## src/rtl/divider_pkg.sv

```systemverilog
// Shared types and constant helpers for the parametrised iterative divider.
package divider_pkg;

  typedef enum logic {
    IDLE = 1'b0,
    CALC = 1'b1
  } state_t;

  // Iteration counter width; it must be able to hold WIDTH-1.
  function automatic int unsigned cnt_width(input int unsigned w);
    return (w <= 2) ? 1 : $clog2(w);
  endfunction

  // All-ones pattern for a w-bit word, returned in a 32-bit container.
  function automatic logic [31:0] all_ones(input int unsigned w);
    return (w >= 32) ? 32'hFFFF_FFFF : ((32'd1 << w) - 32'd1);
  endfunction

  // Most negative two's-complement value of a w-bit word.
  function automatic logic [31:0] min_val(input int unsigned w);
    return 32'd1 << (w - 1);
  endfunction

endpackage

```

## src/rtl/divider_step.sv

```systemverilog
// One radix-2 restoring division iteration, purely combinational.
module divider_step #(
  parameter int unsigned WIDTH = 8
) (
  input  logic [WIDTH-1:0] rem_in,
  input  logic             dvd_bit,
  input  logic [WIDTH-1:0] dvs_mag,
  output logic [WIDTH-1:0] rem_out,
  output logic             q_bit
);

  logic [WIDTH:0] shifted;
  logic [WIDTH:0] diff;

  // Shift in the next dividend bit and trial-subtract on a WIDTH+1-bit path.
  always_comb begin
    shifted = {rem_in, dvd_bit};
    diff    = shifted - {1'b0, dvs_mag};
    q_bit   = (shifted >= {1'b0, dvs_mag});
    rem_out = q_bit ? diff[WIDTH-1:0] : shifted[WIDTH-1:0];
  end

endmodule

```

## src/rtl/divider_param.sv

```systemverilog
// Parametrised iterative divider: one quotient bit per clock, fixed latency
// WIDTH+1, unsigned or two's-complement operands.
module divider_param
  import divider_pkg::*;
#(
  parameter int unsigned WIDTH  = 8,
  parameter bit          SIGNED = 1'b0
) (
  input  logic             i_clk,
  input  logic             i_rst,
  input  logic [WIDTH-1:0] i_dividend,
  input  logic [WIDTH-1:0] i_divisor,
  input  logic             i_start,
  output logic             o_busy,
  output logic             o_done,
  output logic [WIDTH-1:0] o_quotient,
  output logic [WIDTH-1:0] o_remainder,
  output logic             o_div_by_zero,
  output logic             o_overflow
);

  localparam int unsigned      CW       = cnt_width(WIDTH);
  localparam logic [WIDTH-1:0] ONES     = WIDTH'(all_ones(WIDTH));
  localparam logic [WIDTH-1:0] MINV     = WIDTH'(min_val(WIDTH));
  localparam logic [CW-1:0]    LAST_CNT = CW'(WIDTH - 1);

  state_t           state, state_nx;
  logic [CW-1:0]    cnt;
  logic [WIDTH-1:0] rem;
  logic [WIDTH-1:0] dq;
  logic [WIDTH-1:0] dvs;
  logic             neg_q, neg_r, ovf_pend;

  logic [WIDTH-1:0] a_mag, b_mag;
  logic [WIDTH-1:0] rem_nx, q_full, q_fin, r_fin;
  logic             q_bit;
  logic             div_zero;

  // Operand magnitudes as seen in the accept cycle.
  always_comb begin
    div_zero = (i_divisor == '0);
    a_mag    = i_dividend;
    b_mag    = i_divisor;
    if (SIGNED && i_dividend[WIDTH-1]) a_mag = -i_dividend;
    if (SIGNED && i_divisor[WIDTH-1])  b_mag = -i_divisor;
  end

  divider_step #(.WIDTH(WIDTH)) u_step (
    .rem_in  (rem),
    .dvd_bit (dq[WIDTH-1]),
    .dvs_mag (dvs),
    .rem_out (rem_nx),
    .q_bit   (q_bit)
  );

  // dq starts as the dividend magnitude and fills with quotient bits from
  // the LSB as dividend bits leave at the MSB.
  always_comb begin
    q_full = {dq[WIDTH-2:0], q_bit};
    q_fin  = neg_q ? -q_full : q_full;
    r_fin  = neg_r ? -rem_nx : rem_nx;
  end

  // State register.
  always_ff @(posedge i_clk) begin
    if (i_rst) state <= IDLE;
    else       state <= state_nx;
  end

  // Next-state logic.
  always_comb begin
    state_nx = state;
    case (state)
      IDLE:    if (i_start && !div_zero) state_nx = CALC;
      CALC:    if (cnt == '0)            state_nx = IDLE;
      default: state_nx = IDLE;
    endcase
  end

  // FSM outputs.
  always_comb begin
    o_busy = (state == CALC);
  end

  // Datapath, result registers and done pulse.
  always_ff @(posedge i_clk) begin
    if (i_rst) begin
      cnt           <= '0;
      rem           <= '0;
      dq            <= '0;
      dvs           <= '0;
      neg_q         <= 1'b0;
      neg_r         <= 1'b0;
      ovf_pend      <= 1'b0;
      o_done        <= 1'b0;
      o_quotient    <= '0;
      o_remainder   <= '0;
      o_div_by_zero <= 1'b0;
      o_overflow    <= 1'b0;
    end else begin
      o_done <= 1'b0;
      case (state)
        IDLE: begin
          if (i_start) begin
            if (div_zero) begin
              o_quotient    <= ONES;
              o_remainder   <= i_dividend;
              o_div_by_zero <= 1'b1;
              o_overflow    <= 1'b0;
              o_done        <= 1'b1;
            end else begin
              dq       <= a_mag;
              dvs      <= b_mag;
              rem      <= '0;
              cnt      <= LAST_CNT;
              neg_q    <= SIGNED && (i_dividend[WIDTH-1] ^ i_divisor[WIDTH-1]);
              neg_r    <= SIGNED && i_dividend[WIDTH-1];
              ovf_pend <= SIGNED && (i_dividend == MINV) && (i_divisor == ONES);
            end
          end
        end
        CALC: begin
          rem <= rem_nx;
          dq  <= q_full;
          cnt <= cnt - CW'(1);
          if (cnt == '0) begin
            o_quotient    <= q_fin;
            o_remainder   <= r_fin;
            o_div_by_zero <= 1'b0;
            o_overflow    <= ovf_pend;
            o_done        <= 1'b1;
          end
        end
        default: ;
      endcase
    end
  end

endmodule

```

## config.mk

```make
export PLATFORM = sky130hd
export DESIGN_NAME = divider_param
export DESIGN_NICKNAME = d
export VERILOG_FILES = /design/src/rtl/divider_pkg.sv /design/src/rtl/divider_step.sv /design/src/rtl/divider_param.sv
export SDC_FILE = /design/constraint.sdc
export NUM_CORES = 1
export LEC_CHECK = 0
export CAP_MARGIN = 40
export CORE_MARGIN = 8
export CORE_UTILIZATION = 25
export DETAILED_ROUTE_END_ITERATION = 10
export PLACE_DENSITY = 0.4
export SKIP_CTS_REPAIR_TIMING = 1
export SYNTH_ARGS = -nofsm -noshare
export SYNTH_HDL_FRONTEND = slang
export SYNTH_SLANG_ARGS = --single-unit
```

## constraint.sdc

```tcl
create_clock -name i_clk -period 2.4 [get_ports i_clk]
set_input_delay 0.24 -clock i_clk [delete_from_list [all_inputs] [get_ports i_clk]]
set_output_delay 0.24 -clock i_clk [all_outputs]
set_load 0.03 [all_outputs]
```

### Word level (Yosys, flattened, before mapping)

Index checks and enable logic that the tools add are counted.

* register bits: 47
* input bits: 19
* output and inout bits: 20

* $add $sub $neg: 2
* magnitude comparators: 1
* eq/ne operators: 4
* mux-type cells: 32
* bitwise operators: 2
* reductions and logical operators: 7

Operators by type and width (number)
* two-way mux 8 bit: 11
* case mux 8 bit (2 select lines): 4
* two-way mux 1 bit: 10
* greater-or-equal comparator 9 x 8 -> 1 bit: 1
* zero test 8 bit: 1
* case mux 1 bit (2 select lines): 4
* subtractor 8 bit: 1
* two-way mux 3 bit: 2
* != test 2 bit, second input constant: 3
* case mux 3 bit (2 select lines): 1
* AND reduction 3 bit: 2
* zero test 3 bit: 1
* subtractor 3 x 1 -> 3 bit, second input constant: 1
* != test 2 x 1 -> 1 bit, second input constant: 1
* NOT 1 bit: 2
* AND reduction 2 bit: 1
* logical AND 1 bit: 1
* zero test 1 bit: 1

### Longest topological paths before layout

Gate-level depths: netlist (run 1).

* depth after elaboration: 5
* gate-level depth with buffers: 9

### Hierarchy

From an unflattened synthesis (run 1), not the netlist that was laid out.

* cells, all modules: 274
* area total of the unflattened synthesis: 2374.8 um^2

Modules (own cells, without submodules)
* divider_param: instances 1, cells each 205, area each 1854.3 um^2
* divider_step: instances 1, cells each 69, area each 520.5 um^2

### Worst setup path before layout (run 1)

No wires, ideal clock.

* path kind: register to register
* start: register dq[7]
* end: register rem[4]
* library setup time: 0.122 ns
* data arrival time: 1.870 ns
* required time: 2.278 ns
* slack: 0.409 ns
* cell stages (with the launch flop): 10
* path buffers: 0
* cells stage by stage: dfxtp_1 -> inv_1 -> ha_1 -> inv_1 -> fa_1 -> a211oi_1 -> nor2_1 -> xor2_1 -> and3_1 -> a221o_1

* cells in the longest elaborated chain, start to end: 3
* elaborated cells on any way between the ends: 4
* classes of those cells: 1 x add/sub; 1 x order compare; 2 x mux

Ends and longest elaborated chain
* start: declaration: RTL line divider_param.sv:30 `logic [WIDTH-1:0] dq;`
* start signal: assignment: RTL line divider_param.sv:112 `dq <= a_mag;`
* start signal: assignment: RTL line divider_param.sv:124 `dq <= q_full;`
* subtractor 8 bit / greater-or-equal comparator 9 x 8 -> 1 bit (equally long branches): RTL line divider_step.sv:18, divider_step.sv:19
* two-way mux 8 bit (*): RTL line divider_step.sv:20 `rem_out = q_bit ? diff[WIDTH-1:0] : shifted[WIDTH-1:0];`
* case mux 8 bit (2 select lines) (*): RTL line divider_param.sv:102 `case (state)`
* end signal: assignment: RTL line divider_param.sv:123 `rem <= rem_nx;`
* end: declaration: RTL line divider_param.sv:29 `logic [WIDTH-1:0] rem;`

Mark *: on every way between the ends. The rest lies on a longest branch, timed or not.
A chain may end at the register's enable or synchronous reset.

### Worst setup path after layout (run 1)

Ends and elaborated chain as after synthesis.

==> qor.yml, run 1 <==
coreArea_mm2: 0.00959
ant_nets: 0
maxCapViolCount: 0
synth.largest_area_cell: "dfxtp_1"
synth.yosys.warnings: 0
numCtsBuffers: 5
yosys_register_bits: 46
die_width_um: 114
synth_top_family_by_area: "compound AO/OA/AOI/OAI gates"
fin_cells: 458
grt_overflow: 0
final_nets: 354
cts.sinks: 46
nFillCells: 1046
synth_ff_type: "dfxtp_1"
num_rows: 36
fmax_ghz: 0.444
holdCritStartpoint: "dvs[4]$_SDFFE_PP0P_"
rsz0062_at_grt: "false"
syn_to_final_growth_pct: 28.5
place_inst: 450
hp-class: "register to register"
critPathCaptureType: "register"
synth_cell_type_count: 57
required_ns: 2.59
skew_ns: 0.00885
hold_path_depth: 2
cts_tree: "built"
finalWorstPathRequiredPeriod_ns: 2.25
clock_path_buffers: 2
grt_pass1_wl_um: 12200
status: "complete, no violations"
setup_viol: 0
gp_congestion: 0.766
synth_common_cells: "dfxtp_1, nand2_1, nor2_1"
startpoint: "dq[7]$_SDFFE_PP0P_"
synth_most_common_cell: "dfxtp_1"
criticalPathCategory: "register to register"
htree_levels: 2
synth.area.top_cells: "dfxtp_1, ha_1, nand2_1, a21oi_1, nor2_1"
setup_tns_ns: 0
antenna_cells: 0
synthCells: 279
synth-xor-area-share_pct: 1.81
avgViaCountPerCell: 4.83
cp-start-kind: "register"
clk_pin_slew_ns: 0.09
regArea_um2: 921
synthesis.area_mm2: 0.00242
yosysSeqAreaShare_pct: 38.1
yosys.area_share.simple_pct: 15.7
synth_top_area_share_pct: 38.1
die_h_um: 114
io_buffers: 37
reg2reg_from: "dq[7]$_SDFFE_PP0P_"
grt_usage_pct: 11.9
dp_hpwl_um: 5930
yosys-mux-area-fraction_pct: 1.29
power.density_mw_per_mm2: 788
synth_compound_area_share_pct: 30.0
arrival_ns: 2.44
dieArea_mm2: 0.0131
first_pass_iters: 4
drv_slew: 0
worstMarginPinSlew_ns: 0.617
ios: 39
multi_input_area_mm2: 0.00134
vias: 2214
start_util_pct: 25.2
insertion_delay_ns: 0.30
final_layout_size_suffix_gt1_share_pct: 13.8
synth_adder_area_share_pct: 6.01
grt_antenna_before_repair: 0
ff2ff_path_depth: 9
grt_pass1_vias: 2255
async_reset_ff_share_pct: 0
post-route-period-util_pct: 93.8
relSlewSlack_pct: 58.7
drtIter0Drc: 90
hold_viol: 0
drcViolationCount: 0
wl_per_cell_um: 16.6
grt_max_degree: 18
clock-root-buffer: "clkbuf_8"
synth-edff-count: 0
synthesis.nets: 309
crit_fanout: 3
synth_area_per_cell_um2: 8.66
vdd_drop_max_uv: 273
power_leakage_uw: 0.00116
finalWirelength_um: 7580
==> flip-flops by register name, indices dropped and copies added, names as in the netlist <==
signal         cells
o_done             1
o_busy             1
rem                8
o_remainder        8
o_div_by_zero      1
dq                 8
o_quotient         8
cnt                3
dvs                8
==> cell type report <==
class | count | share of cell area (%)
tap | 133 | 5.36
inverter | 21 | 2.54
clock inverter | 3 | 1.45
sequential | 46 | 29.7
clock buffer | 5 | 2.22
multi-input combinational | 197 | 43.0
timing repair buffer | 53 | 15.8
==> cells in the final DEF (no fill, tap or decap), types with 5 or more instances in the layout <==
cell type        count
nand2_1             26
inv_1               20
o21ai_0             13
clkdlybuf4s50_1     37
o22ai_1              7
dfxtp_1             46
nor2_1              24
buf_4               16
a31oi_1              5
clkbuf_8             5
a211oi_1             8
nand3_1              6
o221a_2              6
a21oi_1             19
ha_1                10
==> critical path, stage by stage, from the launching register on <==
cell	delay, ns
dfxtp_1	0.33
inv_1	0.10
ha_1	0.20
inv_1	0.07
fa_1	0.41
a211oi_2	0.30
nor2_1	0.10
xor2_1	0.19
and3_1	0.19
a221o_1	0.25
==> power breakdown <==
group | internal [uW] | leakage (uW) | total [uW] | switching [uW]
sequential | 838 | 0.000377 | 903 | 64.5
clock | 310 | 0.0000504 | 597 | 287
combinational | 381 | 0.000736 | 947 | 566
total | 1530 | 0.00116 | 2450 | 917
==> layer usage <==
| layer | GRT usage [%] | routed length, um |
|---|---|---|
| met1 | 16.6 | 3960 |
| met2 | 18.0 | 3280 |
| met3 | 2.22 | 259 |
| met4 | 3.28 | 88 |
| met5 | 0 | 0 |
==> final timing paths <==
| path | endpoint | slack [ns] |
|---|---|---|
| worst max-delay path | rem[4]$_SDFFE_PP0P_ | 0.15 |
| worst min-delay path | dvs[4]$_SDFFE_PP0P_ | 0.46 |
| worst max register to register | rem[4]$_SDFFE_PP0P_ | 0.15 |
| worst min register to register | dvs[4]$_SDFFE_PP0P_ | 0.46 |
==> through the flow <==
step	hold slack (ns)	total power [uW]	utilization (%)	cell area, um^2	worst slack, ns
2_1_floorplan	0.376	1550	-	2420	0.409
3_3_place_gp	0.444	1870	31.1	2990	0.0645
3_5_place_dp	0.451	1870	31.1	2990	0.0238
4_1_cts	0.464	2460	32.3	3100	0.0132
5_1_grt	0.473	2590	32.4	3110	0.0520
6_report	0.461	2450	32.4	3110	0.149
==> kinds of logic (layout without fill, tap and decap cells) <==
| kind of cell | count (synthesis) | in the layout |
|---|---|---|
| AO/OA/AOI/OAI | 99 | 99 |
| AND/OR/NAND/NOR | 78 | 78 |
| flip-flops | 46 | 46 |
| buffers and inverters | 36 | 82 |
| adder cells (fa/ha/maj) | 11 | 11 |
| XOR/XNOR | 5 | 5 |
| multiplexers | 3 | 3 |
| other | 1 | 1 |
Power figures use the tool's default switching activity.
==> run 2, diff against run 1 <==
==> constraint.sdc (replaced) <==
create_clock -name i_clk -period 2.81 [get_ports i_clk]
set_input_delay 0.281 -clock i_clk [delete_from_list [all_inputs] [get_ports i_clk]]
set_output_delay 0.281 -clock i_clk [all_outputs]
set_load 0.03 [all_outputs]
==> run 2 against run 1 <==
Non-clock buffer count decreased by 11. Critical endpoint is now rem[3]$_SDFFE_PP0P_. Cell count decreased by 2.4%. Die area unchanged. Wire length decreased by 3.2%. Register-to-register slack improved by 0.40 ns.
==> qor.yml, run 2 (synthesis results as in run 1) <==
start_util_pct: 25.2  # unchanged
grt_pass1_wl_um: 11700  # -3.7%
drcViolationCount: 0  # unchanged
numCtsBuffers: 5  # unchanged
r2r_slack_ns: 0.55  # +0.40 ns
relSlewSlack_pct: 61.0  # +2.3 points
die_h_um: 114  # unchanged
clk_pin_slew_ns: 0.08  # about the same
final_nets: 343  # -3.1%
finalWorstPathRequiredPeriod_ns: 2.26  # +0.00923 ns
cp-start-kind: "register"
fmax_ghz: 0.442  # -0.41%
vdd_drop_max_uv: 265  # -3.0%
wl_per_cell_um: 16.4  # -0.84%
setup_viol: 0  # unchanged
avgViaCountPerCell: 4.86  # +0.52%
rsz0062_at_grt: "false"
finalWirelength_um: 7340  # -3.2%
arrival_ns: 2.45  # about the same
first_pass_iters: 4  # unchanged
nFillCells: 1028  # -1.7%
multi_input_area_mm2: 0.00133  # -0.47%
skew_ns: 0.00545  # -0.00340 ns
criticalPathCategory: "register to register"
dp_slack_ns: 0.533  # +0.509 ns
drtIter0Drc: 177  # +97%
dp_hpwl_um: 5580  # -5.9%
grt_antenna_before_repair: 0  # unchanged
status: "complete, no violations"
cts.sinks: 46  # unchanged
antenna_cells: 0  # unchanged
ant_nets: 0  # unchanged
hold_path_depth: 2  # unchanged
htree_levels: 2  # unchanged
maxCapViolCount: 0  # unchanged
syn_to_final_growth_pct: 24.5
io_buffers: 37  # unchanged
gr-usage-met3_pct: 2.48  # +0.26 points
gp_congestion: 0.791  # +3.3%
hp-class: "register to register"
power.density_mw_per_mm2: 671  # -15%
hold_viol: 0  # unchanged
ios: 39  # unchanged
regArea_um2: 921  # unchanged
worst_slack_ns: 0.550  # +0.401 ns
vias: 2172  # -1.9%
grt_usage_pct: 11.4  # -0.45 points
layout_common_cells: "dfxtp_1, clkdlybuf4s50_1, nand2_1, nor2_1, inv_1"
clock_path_buffers: 2  # unchanged
required_ns: 3.00  # +0.41 ns
grt_pass1_vias: 2128  # -5.6%
crit_fanout: 15  # +12
drv_slew: 0  # unchanged
critPathCaptureType: "register"
grt_max_degree: 30  # +12
grt_overflow: 0  # unchanged
power_leakage_uw: 0.00111  # -4.5%
setup_tns_ns: 0  # unchanged
grt.met2_usage_pct: 17.2  # -0.83 points
ff2ff_path_depth: 6  # -3
cts_tree: "built"
clock-root-buffer: "clkbuf_8"
die_width_um: 114  # unchanged
dieArea_mm2: 0.0131  # unchanged
insertion_delay_ns: 0.30  # about the same
busiest_layer: "met2"
final_common_cell: "dfxtp_1"
post-route-period-util_pct: 80.4  # -13 points
num_rows: 36  # unchanged
worstMarginPinSlew_ns: 0.582  # -0.0346 ns
coreArea_mm2: 0.00959  # unchanged
final_layout_size_suffix_gt1_share_pct: 9.55  # -4.3 points
use_met1_pct: 16.0  # -0.62 points
==> run 2: worst max-delay path: stages (launching register included) <==
cell and delay [ns]:
dfxtp_1 0.37, ha_1 0.46, nand3_2 0.14, nor2_1 0.27, a21o_1 0.44, nor2_1 0.15
a221o_1 0.31
==> run 2: routing by layer <==
layer  share of wire, %  up-vias  wire (um)
met3                5.0        3        370
met5                  0        -          0
met1                 51     1031       3720
met2                 44       50       3230
met4               0.23        0         17
li1                   -     1088          -
==> run 2: power by group <==
part	total [uW]	switching (uW)	internal (uW)
Combinational	751	464	287
Sequential	773	56.5	716
Clock	494	228	267
Total	2020	749	1270
==> run 2: area by class of cell <==
type                       count  area share [%]
clock buffer                   7            2.54
clock inverter                 1           0.998
inverter                      21            2.62
multi-input combinational    197            44.2
sequential                    46            30.6
tap                          133            5.53
timing repair buffer          42            13.6
==> run 2: stage by stage <==
| stage | instance area, um^2 | total power, uW | hold WS (ns) | std cells | utilization (%) |
|---|---|---|---|---|---|
| after floorplan | 2420 | 1320 | 0.417 | 279 | - |
| after global placement | 2900 | 1550 | 0.445 | 439 | 30.3 |
| after detailed placement | 2900 | 1540 | 0.449 | 439 | 30.3 |
| after CTS | 3010 | 2040 | 0.462 | 447 | 31.4 |
| after global routing | 3010 | 2130 | 0.489 | 447 | 31.4 |
| final | 3010 | 2020 | 0.457 | 447 | 31.4 |
==> run 2: worst paths after layout <==
check                           start                   to
setup reg to reg  rem[4]$_SDFFE_PP0P_  rem[3]$_SDFFE_PP0P_
hold reg to reg   dvs[1]$_SDFFE_PP0P_  dvs[1]$_SDFFE_PP0P_
setup / recovery  rem[4]$_SDFFE_PP0P_  rem[3]$_SDFFE_PP0P_
hold / removal    dvs[1]$_SDFFE_PP0P_  dvs[1]$_SDFFE_PP0P_
